<file path="src/rtl/vme_pkg.sv">
// Shared VME package: bus signal polarity, arbiter state encodings and level selection helpers,
// plus constants used by the transfer block.
package vme_pkg;

    localparam logic ACTIVE   = 1'b0;
    localparam logic INACTIVE = 1'b1;

    typedef enum logic [1:0] {
        ST_IDLE    = 2'b00,
        ST_GRANT   = 2'b01,
        ST_BUSY    = 2'b10,
        ST_RELEASE = 2'b11
    } arb_state_e;

    // Transfer block address modifiers and DTACK watchdog length
    localparam logic [5:0] AM_A24_DATA   = 6'h39;
    localparam logic [5:0] AM_A32_DATA   = 6'h09;
    localparam int         DTACK_TIMEOUT = 256;

    function automatic logic [1:0] pri_pick(input logic [3:0] req);
        logic [1:0] sel;
        sel = 2'd0;
        for (int i = 0; i < 4; i++) begin
            if (req[i]) sel = 2'(i);
        end
        return sel;
    endfunction

    // Later iterations overwrite earlier ones, so last-1 wins and last itself is the fallback.
    function automatic logic [1:0] rrs_pick(input logic [3:0] req, input logic [1:0] last);
        logic [1:0] sel;
        logic [1:0] lvl;
        sel = last;
        for (int i = 4; i >= 1; i--) begin
            lvl = last - 2'(i);
            if (req[lvl]) sel = lvl;
        end
        return sel;
    endfunction

endpackage

</file>
<file path="src/rtl/vme_sync2.sv">
// Two-flop synchronizer for asynchronous bus lines; resets to a chosen idle value.
module vme_sync2 #(
    parameter int               WIDTH = 1,
    parameter logic [WIDTH-1:0] INIT  = '1
) (
    input  logic             clock,
    input  logic             reset,
    input  logic [WIDTH-1:0] async_in,
    output logic [WIDTH-1:0] sync_out
);

    logic [WIDTH-1:0] meta;

    always_ff @(posedge clock) begin
        if (!reset) begin
            meta     <= INIT;
            sync_out <= INIT;
        end else begin
            meta     <= async_in;
            sync_out <= meta;
        end
    end

endmodule

</file>
<file path="src/rtl/vme_system_arbiter.sv">
// VME system controller arbiter: PRI/RRS selection over BR3..BR0 with grant timeout and bus clear.
// state   | meaning
// IDLE    | waiting for a request with the bus free
// GRANT   | one BG driven, waiting for BBSY
// BUSY    | owner holds the bus; BCLR when a higher level waits (PRI)
// RELEASE | one dead cycle with all BG/BCLR inactive
module vme_system_arbiter
    import vme_pkg::*;
#(
    parameter int GRANT_TIMEOUT = 64
) (
    input  logic       clock,
    input  logic       reset,
    input  logic       arb_mode,
    input  logic [3:0] vme_bus_request,
    input  logic       vme_bbsy,
    output logic [3:0] vme_bus_grant,
    output logic       vme_bclr,
    output logic [1:0] arb_owner,
    output logic [1:0] arb_state,
    output logic       arb_timeout
);

    localparam int               CNT_W    = $clog2(GRANT_TIMEOUT + 1);
    localparam logic [CNT_W-1:0] CNT_LAST = CNT_W'(GRANT_TIMEOUT - 1);

    logic [4:0]       sync_bus;
    logic [3:0]       req;
    logic             bbsy;
    logic [3:0]       above_mask;
    arb_state_e       state, state_nxt;
    logic [1:0]       owner_nxt;
    logic [CNT_W-1:0] wait_cnt, wait_cnt_nxt;
    logic             mode_lat, mode_nxt;
    logic             timeout_nxt;

    vme_sync2 #(
        .WIDTH (5),
        .INIT  ({5{INACTIVE}})
    ) u_sync (
        .clock    (clock),
        .reset    (reset),
        .async_in ({vme_bbsy, vme_bus_request}),
        .sync_out (sync_bus)
    );

    assign req  = ~sync_bus[3:0];
    assign bbsy = (sync_bus[4] == ACTIVE);

    always_ff @(posedge clock) begin
        if (!reset) begin
            state       <= ST_IDLE;
            arb_owner   <= 2'd0;
            wait_cnt    <= '0;
            mode_lat    <= 1'b0;
            arb_timeout <= 1'b0;
        end else begin
            state       <= state_nxt;
            arb_owner   <= owner_nxt;
            wait_cnt    <= wait_cnt_nxt;
            mode_lat    <= mode_nxt;
            arb_timeout <= timeout_nxt;
        end
    end

    always_comb begin
        state_nxt    = state;
        owner_nxt    = arb_owner;
        wait_cnt_nxt = '0;
        mode_nxt     = mode_lat;
        timeout_nxt  = 1'b0;
        case (state)
            ST_IDLE: begin
                if ((|req) && !bbsy) begin
                    owner_nxt = arb_mode ? rrs_pick(req, arb_owner) : pri_pick(req);
                    mode_nxt  = arb_mode;
                    state_nxt = ST_GRANT;
                end
            end
            ST_GRANT: begin
                // BBSY outranks withdrawal, which outranks the timeout
                if (bbsy) begin
                    state_nxt = ST_BUSY;
                end else if (!req[arb_owner]) begin
                    state_nxt = ST_RELEASE;
                end else if (wait_cnt == CNT_LAST) begin
                    state_nxt   = ST_RELEASE;
                    timeout_nxt = 1'b1;
                end else begin
                    wait_cnt_nxt = wait_cnt + CNT_W'(1);
                end
            end
            ST_BUSY: begin
                if (!bbsy) state_nxt = ST_RELEASE;
            end
            default: begin
                state_nxt = ST_IDLE;
            end
        endcase
    end

    assign above_mask    = 4'b1110 << arb_owner;
    assign vme_bus_grant = (state == ST_GRANT) ? ~(4'b0001 << arb_owner) : {4{INACTIVE}};
    assign vme_bclr      = (state == ST_BUSY && !mode_lat && (|(req & above_mask))) ? ACTIVE : INACTIVE;
    assign arb_state     = state;

endmodule

</file>
<file path="config.mk">
export PLATFORM = sky130hd
export DESIGN_NAME = vme_system_arbiter
export DESIGN_NICKNAME = d
export VERILOG_FILES = /design/src/rtl/vme_pkg.sv /design/src/rtl/vme_sync2.sv /design/src/rtl/vme_system_arbiter.sv
export SDC_FILE = /design/constraint.sdc
export NUM_CORES = 1
export LEC_CHECK = 0
export CAP_MARGIN = 15
export CELL_PAD_IN_SITES_DETAIL_PLACEMENT = 1
export CELL_PAD_IN_SITES_GLOBAL_PLACEMENT = 1
export CORE_MARGIN = 8
export CORE_UTILIZATION = 25
export CTS_BUF_LIST = sky130_fd_sc_hd__clkbuf_16
export CTS_CLUSTER_SIZE = 25
export DETAILED_ROUTE_END_ITERATION = 10
export HOLD_SLACK_MARGIN = 0.06
export PLACE_DENSITY = 0.6
export SLEW_MARGIN = 30
export SYNTH_ARGS = -nofsm -noshare
export SYNTH_HDL_FRONTEND = slang
export SYNTH_HIERARCHICAL = 1
export SYNTH_SLANG_ARGS = --single-unit
</file>
<file path="constraint.sdc">
create_clock -name clock -period 2.6 [get_ports clock]
set_clock_uncertainty 0.05 [all_clocks]
set_input_delay 0.39 -clock clock [delete_from_list [all_inputs] [get_ports clock]]
set_output_delay 0.39 -clock clock [all_outputs]
set_load 0.01 [all_outputs]
</file>
==> impl_metrics.ini, run 1 <==
[drt]
drtPass1Iterations = 2
route.vias.total = 889
via_per_inst = 4.56
wl_um = 2490
ant_nets = 0
drc = 0
drt_iter0_drc = 17
routedWlPerCell_um = 12.8

[global_route]
grt_remaining_overflow = 0
grt_pass1_vias = 993
grt_pass1_wl_um = 4340
grt_max_degree = 17
antenna_found_initial = 0
grt.total_usage = 0.0758
grt_use_met2 = 0.117
grt.met1_usage = 0.0816
top_usage_layer = met2
use_met3 = 0.0338

[setup_path]
cp-end-kind = output port
worstPathRequired_ns = 2.16
path_delay_family = buffers and inverters
worst-setup-path-type = reg -> out
crit_buf_inv = 2
cp.arrival_ns = 1.82
crit_chain = inv_1, ha_1, nand2b_1, o221ai_1, nand3b_1, clkdlybuf4s50_1
crit_path_max_incr_delay_ns = 0.54
setup.worst_path.start_class = register
critPathSlowestCell = clkdlybuf4s50_1
worstPathMaxFanout = 6

[power]
power.total_mw = 1.15
p_leak_nw = 0.603
ir_drop_mv = 0.244
powerDensity_mw_per_mm2 = 773

[clock_tree]
htreeDepth = 1
cts_tree = done
postCtsHoldBufs = 0
clk_latency_ns = 0.26
cts_root_buf = clkbuf_16
clk_pin_slew_ns = 0.06
cts.repair.resized = 0
numCtsBuffers = 3
ctsLongestPathBuffers = 2
postCtsSetupBuffers = 0
cts.sinks = 23

[place]
port_buffers = 17
placed_cell_area_sq_mm = 0.00141
pre_cts_ws_ns = 0.597
hpwl_um = 1940
post-place-cells = 191
routabilityCongestion = 0.746

[yosys]
syn_inst = 120
syn_avg_cell_area_sq_um = 9.68
synthTopCellsByArea = dfxtp_1, ha_1, nand2b_1, mux2i_1, nand2_1
syn_area_sq_mm = 0.00116
yosysSeqAreaShare = 0.397
ys_types = 35
yosysWarnings = 6
synth.top_cell.area_share = 0.397
syn-num-nets = 138
synth_seq_cells = 23
synth_top_cell_by_area = dfxtp_1

[cells_and_area]
final_util = 0.337
mostFrequentLayoutCells = dfxtp_1, clkdlybuf4s50_1, nand2b_1
num_antenna_cells = 0
nFillCells = 515
area_delta_synth_final_pct = 28.0
design_area_sq_mm = 0.00149
final_common_cell = dfxtp_1
final_nets = 162
drive_gt1_frac = 0.0839
instances_no_fill = 195

[timing]
slew_headroom = 0.765
setup_viol = 0
final.setup.worst_slack_ns = 0.343
slew_violations = 0
worst_pin_slew_ns = 0.352
finalCritPeriodShare = 0.868
fmax_ghz = 0.443
rsz0062_at_grt = false
hold_slack_ns = 0.356
period_needed_ns = 2.26
final-hold-violation-count = 0
finalSetupTns_ns = 0

[floorplan]
num_io_pins = 18
die_h_um = 84.2
die_area_sq_mm = 0.00708
fp.coreArea_sq_mm = 0.00441
die_w_um = 84.2
rows = 24
start_util = 0.263

[flow_run]
drv_cap = 0

[worst_hold_path]
holdCritPathClass = reg -> reg

[status]
status = complete, no violations
-- power breakdown --
group / switching, mW / leakage [nW] / internal [mW]
clock: 0.126 / 0.0423 / 0.205
combinational: 0.206 / 0.372 / 0.201
sequential: 0.0265 / 0.189 / 0.384
-- worst paths after layout --
check	from	endpoint	slack, ns	depth (start not counted)
setup / recovery	arb_owner[0]$_SDFFE_PN0P_	vme_bclr	0.34	6
setup reg to reg	arb_owner[0]$_SDFFE_PN0P_	arb_owner[0]$_SDFFE_PN0P_	0.62	6
hold reg to reg	u_sync/meta[2]$_SDFF_PN1_	u_sync/sync_out[2]$_SDFF_PN1_	0.36	1
hold / removal	u_sync/meta[2]$_SDFF_PN1_	u_sync/sync_out[2]$_SDFF_PN1_	0.36	1
-- synth_stat cells (all sizes together) --
master,instances
a21boi,1
a21oi,5
a311oi,1
and2,1
and3,2
buf,1
dfxtp,23
ha,10
inv,8
mux2,3
mux2i,6
mux4,1
nand2,12
nand2b,12
nand3,5
nand3b,1
nand4,1
nor2,7
nor2b,2
nor3,2
nor3b,1
o211a,1
o211ai,1
o21ai,3
o221ai,1
o22ai,1
o311a,1
o31ai,2
or3,1
xnor2,2
xor2,2
-- logic make-up (layout without fill, tap and decap cells) --
logic type | after synthesis | after routing | share of synthesized area
and+or+nand+nor | 47 | 47 | 0.209
DFF | 23 | 23 | 0.397
AOI/OAI and AO/OA | 17 | 17 | 0.103
adders and majority gates | 10 | 10 | 0.108
muxes | 10 | 10 | 0.117
buffers and inverters | 9 | 32 | 0.0356
xor gates and xnor gates | 4 | 4 | 0.0302
-- flip-flops by register name, indices dropped and copies added (netlist names) --
| register | cells |
|---|---|
| arb_timeout | 1 |
| arb_state | 2 |
| u_sync/meta | 5 |
| wait_cnt | 7 |
| mode_lat | 1 |
| u_sync/sync_out | 5 |
| arb_owner | 2 |
-- worst reg2reg max path: cells and delay by family (launching register included) --
family                 cells  cell delay [ns]
multiplexers               4             1.02
AO/OA/AOI/OAI              1             0.20
buffers and inverters      1             0.22
flip-flops                 1             0.42
-- per-layer routing --
metal | routed length (um) | vias up
met2 | 1120 | 22
met5 | 0 | -
li1 | - | 455
met1 | 1150 | 406
met4 | 70 | 0
met3 | 152 | 6
-- cell type report --
type	count	area (sq um)	share of cell area
Sequential cell	23	460	0.310
Timing Repair Buffer	20	193	0.130
Inverter	8	30.0	0.0202
Tap cell	52	65.1	0.0438
Multi-Input combinational cell	88	659	0.444
Clock buffer	3	75.1	0.0505
Clock inverter	1	3.75	0.00253
(Power assumes the default switching activity.)
==> run 2: changes to the inputs <==
- ABC_AREA: default -> 1
- CTS_CLUSTER_SIZE: 25 -> 40
- PLACE_DENSITY: 0.6 -> 0.62
==> run 2 against run 1 <==
- register-to-register slack gained 0.06 ns
- sequential power increased by 5.9%
- fmax decreased by 5.3%
- via count increased by 24%
- non-clock buffer count shrank 1
- cell count grew 34%
- global-route usage rose by 0.97 points
- largest cell class unchanged
- clock power down 1%
==> impl_metrics.ini, run 2 <==
[yosys]
synth_top_cell_by_area = dfxtp_1
post-synth-top-count-cell = nand2_1
synth_flop_cell = dfxtp_1
netlist_top_cells_count = nand2_1, inv_1, dfxtp_1
ys_types = 23
yosysWarnings = 6
synth_edf_count = 0
synth.top_cell.area_share = 0.375
syn-num-nets = 190
synthTopCellsByArea = dfxtp_1, nand2_1, ha_1, inv_1, nand3_1
synthArstFlopShare = 0
syn_inst = 172
yosysSeqAreaShare = 0.375
syn_avg_cell_area_sq_um = 7.14
synth_seq_cells = 23
syn_area_sq_mm = 0.00123

[clock_tree]
htreeDepth = 1
postCtsHoldBufs = 0
numCtsBuffers = 3
clk_latency_ns = 0.26
clk_pin_slew_ns = 0.06
cts.sinks = 23
cts_tree = done
postCtsSetupBuffers = 0
cts_root_buf = clkbuf_16
ctsLongestPathBuffers = 2
cts.repair.resized = 0

[timing]
fmax_ghz = 0.420
final-hold-violation-count = 0
slew_violations = 0
slew_headroom = 0.745
finalSetupTns_ns = 0
finalCritPeriodShare = 0.916
worst_pin_slew_ns = 0.381
period_needed_ns = 2.38
hold_slack_ns = 0.350
rsz0062_at_grt = false
setup_viol = 0

[drt]
routedWlPerCell_um = 11.1
wl_um = 2900
met1_length_um = 1340
wl_met2_um = 1380
drt_iter0_drc = 43
routed.top_layer = met4
met3_length_um = 110
drc = 0
via_per_inst = 4.22
route.vias.total = 1102
drtPass1Iterations = 4
ant_nets = 0

[setup_path]
worstPathRequired_ns = 2.16
setup.worst_path.start_class = register
worstPathMaxFanout = 9
cp.arrival_ns = 1.94
cp-end-kind = output port
worst-setup-path-type = reg -> out

[floorplan]
die_w_um = 86.1
num_io_pins = 18
rows = 25
fp.coreArea_sq_mm = 0.00472
start_util = 0.260
die_h_um = 86.1
die_area_sq_mm = 0.00741

[cells_and_area]
largest_reg_flops = 7
final_nets = 213
design_area_sq_mm = 0.00156
mostFrequentLayoutCells = nand2_1, inv_1, dfxtp_1
area_delta_synth_final_pct = 27.4
drive_gt1_frac = 0.0876
nFillCells = 594
final_common_cell = nand2_1
num_antenna_cells = 0
biggestRegsByFlops = wait_cnt: 7 flops, u_sync/meta: 5 flops, u_sync/sync_out: 5 flops
regMostFlops = wait_cnt

[status]
status = complete, no violations

[global_route]
grt_pass1_wl_um = 5150
grt_pass1_vias = 1141
grt.total_usage = 0.0855
grt_max_degree = 16
grt_remaining_overflow = 0
antenna_found_initial = 0

[worst_hold_path]
holdCritPathClass = reg -> reg

[power]
p_leak_nw = 0.755
powerDensity_mw_per_mm2 = 866
ir_drop_mv = 0.220

[place]
port_buffers = 17
routabilityCongestion = 0.752
hpwl_um = 2240
placed_cell_area_sq_mm = 0.00149

[flow_run]
drv_cap = 0
## run 2: stage by stage
stage	utilization	worst slack (ns)	cells	power (mW)
after floorplan	-	0.861	172	0.838
after global placement	0.314	0.495	257	1.04
after detailed placement	0.314	0.462	257	1.05
after CTS	0.331	0.175	261	1.38
after global routing	0.331	0.0108	261	1.48
final	0.331	0.218	261	1.35
## run 2: layout make-up
class	instances	area [sq um]	area share
clock buffer	3	75.1	0.0480
clock inverter	1	3.75	0.00240
tap	67	83.8	0.0536
multi-input combinational	119	647	0.414
sequential	23	460	0.294
inverter	29	109	0.0696
timing repair buffer	19	185	0.118
## run 2: kinds of logic after synthesis
family                   Yosys count  share of synthesized area
AND/OR/NAND/NOR                   95                      0.358
buffers and inverters             30                     0.0979
flip-flops                        23                      0.375
AO/OA/AOI/OAI                     12                     0.0530
adder cells (fa/ha/maj)           10                      0.102
XOR/XNOR                           2                     0.0143
## run 2: worst max-delay path: stages (launching register included)
cell             delay (ns)
dfxtp_1                0.50
inv_1                  0.18
ha_1                   0.23
nand2_1                0.07
o221ai_1               0.10
nand3_1                0.08
clkdlybuf4s50_1        0.54
## run 2: layer usage
metal,vias to the layer above,track usage
met2,18,0.142
met4,0,0.0478
met3,5,0.0162
met5,-,0
met1,503,0.100
li1,576,-
## run 2: worst paths after layout
check | from | to | slack [ns] | cells past startpoint
hold / removal | u_sync/meta[4]$_SDFF_PN1_ | u_sync/sync_out[4]$_SDFF_PN1_ | 0.35 | 2
setup reg to reg | arb_owner[1]$_SDFFE_PN0P_ | arb_owner[1]$_SDFFE_PN0P_ | 0.68 | 11
hold reg to reg | u_sync/meta[4]$_SDFF_PN1_ | u_sync/sync_out[4]$_SDFF_PN1_ | 0.35 | 2
setup / recovery | arb_owner[1]$_SDFFE_PN0P_ | vme_bclr | 0.22 | 6
## run 2: power breakdown
| group | internal [mW] | leakage (nW) | switching [mW] |
|---|---|---|---|
| clock network | 0.205 | 0.0423 | 0.122 |
| logic | 0.240 | 0.524 | 0.351 |
| registers | 0.391 | 0.189 | 0.0435 |
| total | 0.836 | 0.755 | 0.517 |
==> run 3: changes to the inputs <==
- PLACE_DENSITY: 0.62 -> 0.64
- clock period: 2.6 -> 2 ns (I/O delays scaled with it)
==> run 3 against run 2 <==
- routed wire length decreased by 4.9%
- sequential share of layout area decreased by 0.32 points
- first-iteration DRC count decreased by 51%
- hold slack about the same
- final area increased by 2.5%
- die area unchanged
- sequential cell count unchanged
- sequential power increased by 32%
- critical path depth decreased by 1
- worst setup slack got worse by 0.14 ns
- count of clock-buffer cells in the layout unchanged
- non-clock buffer count increased by 4
- largest cell class unchanged
==> impl_metrics.ini, run 3 (synthesis gave the netlist of run 2 again) <==
[status]
status = complete, no violations

[setup_path]
worst-setup-path-type = reg -> out
r2r_slack_ns = 0.37
setup.worst_path.start_class = register
worstPathMaxFanout = 5
cp.arrival_ns = 1.57
worstPathRequired_ns = 1.65
cp-end-kind = output port

[timing]
final-hold-violation-count = 0
fmax_ghz = 0.521
slew_violations = 0
finalSetupTns_ns = 0
setup_viol = 0
final.setup.worst_slack_ns = 0.0814
slew_headroom = 0.759
finalCritPeriodShare = 0.959
period_needed_ns = 1.92
worst_pin_slew_ns = 0.360
rsz0062_at_grt = false
hold_slack_ns = 0.349

[power]
pwr-share-clk = 0.235
p_int_mw = 1.12
ir_drop_mv = 0.406
powerDensity_mw_per_mm2 = 1120
combPwrFrac = 0.448
power_frac_seq = 0.317
p_leak_nw = 0.772
swShare = 0.377
p_switching_uw = 677
power.total_mw = 1.80

[place]
hpwl_um = 2200
post-place-cells = 261
placed_cell_area_sq_mm = 0.00152
routabilityCongestion = 0.751
pre_cts_ws_ns = 0.176
port_buffers = 17

[global_route]
grt_remaining_overflow = 0
grt_max_degree = 14
grt_pass1_wl_um = 4850
antenna_found_initial = 0
grt_pass1_vias = 1079
grt.total_usage = 0.0794

[clock_tree]
clk_latency_ns = 0.25
postCtsSetupBuffers = 0
htreeDepth = 1
postCtsHoldBufs = 0
clk_pin_slew_ns = 0.06
cts_root_buf = clkbuf_16
numCtsBuffers = 3
cts_tree = done
ctsLongestPathBuffers = 2
cts.sinks = 23

[cells_and_area]
final_util = 0.339
drive_gt1_frac = 0.126
area_delta_synth_final_pct = 30.6
design_area_sq_mm = 0.00160
largest_reg_flops = 7
biggestRegsByFlops = wait_cnt: 7 flops, u_sync/meta: 5 flops, u_sync/sync_out: 5 flops
num_antenna_cells = 0
final_common_cell = nand2_1
regMostFlops = wait_cnt
instances_no_fill = 265
final_nets = 217
mostFrequentLayoutCells = nand2_1, inv_1, dfxtp_1

[floorplan]
rows = 25
num_io_pins = 18
die_h_um = 86.1
start_util = 0.260
die_area_sq_mm = 0.00741
fp.coreArea_sq_mm = 0.00472
die_w_um = 86.1

[drt]
ant_nets = 0
drtPass1Iterations = 4
route.vias.total = 1085
wl_um = 2750
routedWlPerCell_um = 10.4
drc = 0
drt_iter0_drc = 21
via_per_inst = 4.09

[flow_run]
drv_cap = 0

[worst_hold_path]
holdCritPathClass = reg -> reg
## run 3: metal layers
| layer | track usage | share of wire |
|---|---|---|
| met1 | 0.0993 | 0.52 |
| met2 | 0.128 | 0.44 |
| met3 | 0.0162 | 0.029 |
| met4 | 0.0334 | 0.010 |
| met5 | 0 | 0 |
## run 3: power by group through the flow
stage               sequential [mW]  combinational [mW]  clock (mW)
floorplan                     0.590               0.500           0
global placement              0.571               0.811           0
detailed placement            0.574               0.816           0
CTS                           0.569               0.819       0.437
global route                  0.579               0.920       0.456
finish                        0.571               0.805       0.422
## run 3: repair_timing
| item | CTS | global route |
|---|---|---|
| setup endpoints to repair | 4 | 2 |
| endpoints found under the hold margin | 0 | 0 |
| gates resized for setup | 3 | 3 |
## run 3: worst max-delay path, stage by stage, from the launching register on
cell and delay, ns:
dfxtp_2 0.34, inv_1 0.06, buf_4 0.15, ha_1 0.18, nand2_1 0.05, clkdlybuf4s50_1 0.53
## run 3: final timing paths
| path | startpoint | end | cells after the start |
|---|---|---|---|
| worst min-delay path | u_sync/meta[3]$_SDFF_PN1_ | u_sync/sync_out[3]$_SDFF_PN1_ | 2 |
| worst min register to register | u_sync/meta[3]$_SDFF_PN1_ | u_sync/sync_out[3]$_SDFF_PN1_ | 2 |
| worst max register to register | arb_owner[0]$_SDFFE_PN0P_ | arb_owner[0]$_SDFFE_PN0P_ | 11 |
| worst max-delay path | arb_owner[1]$_SDFFE_PN0P_ | vme_bus_grant[1] | 5 |
## run 3: final cells by class
class,count,area (sq um)
fillers,595,3120
clock inverters,1,5.00
flip-flops and latches,23,467
inverters,29,109
multi-input cells,119,647
clock buffers,3,75.1
repair buffers,23,216
well taps,67,83.8
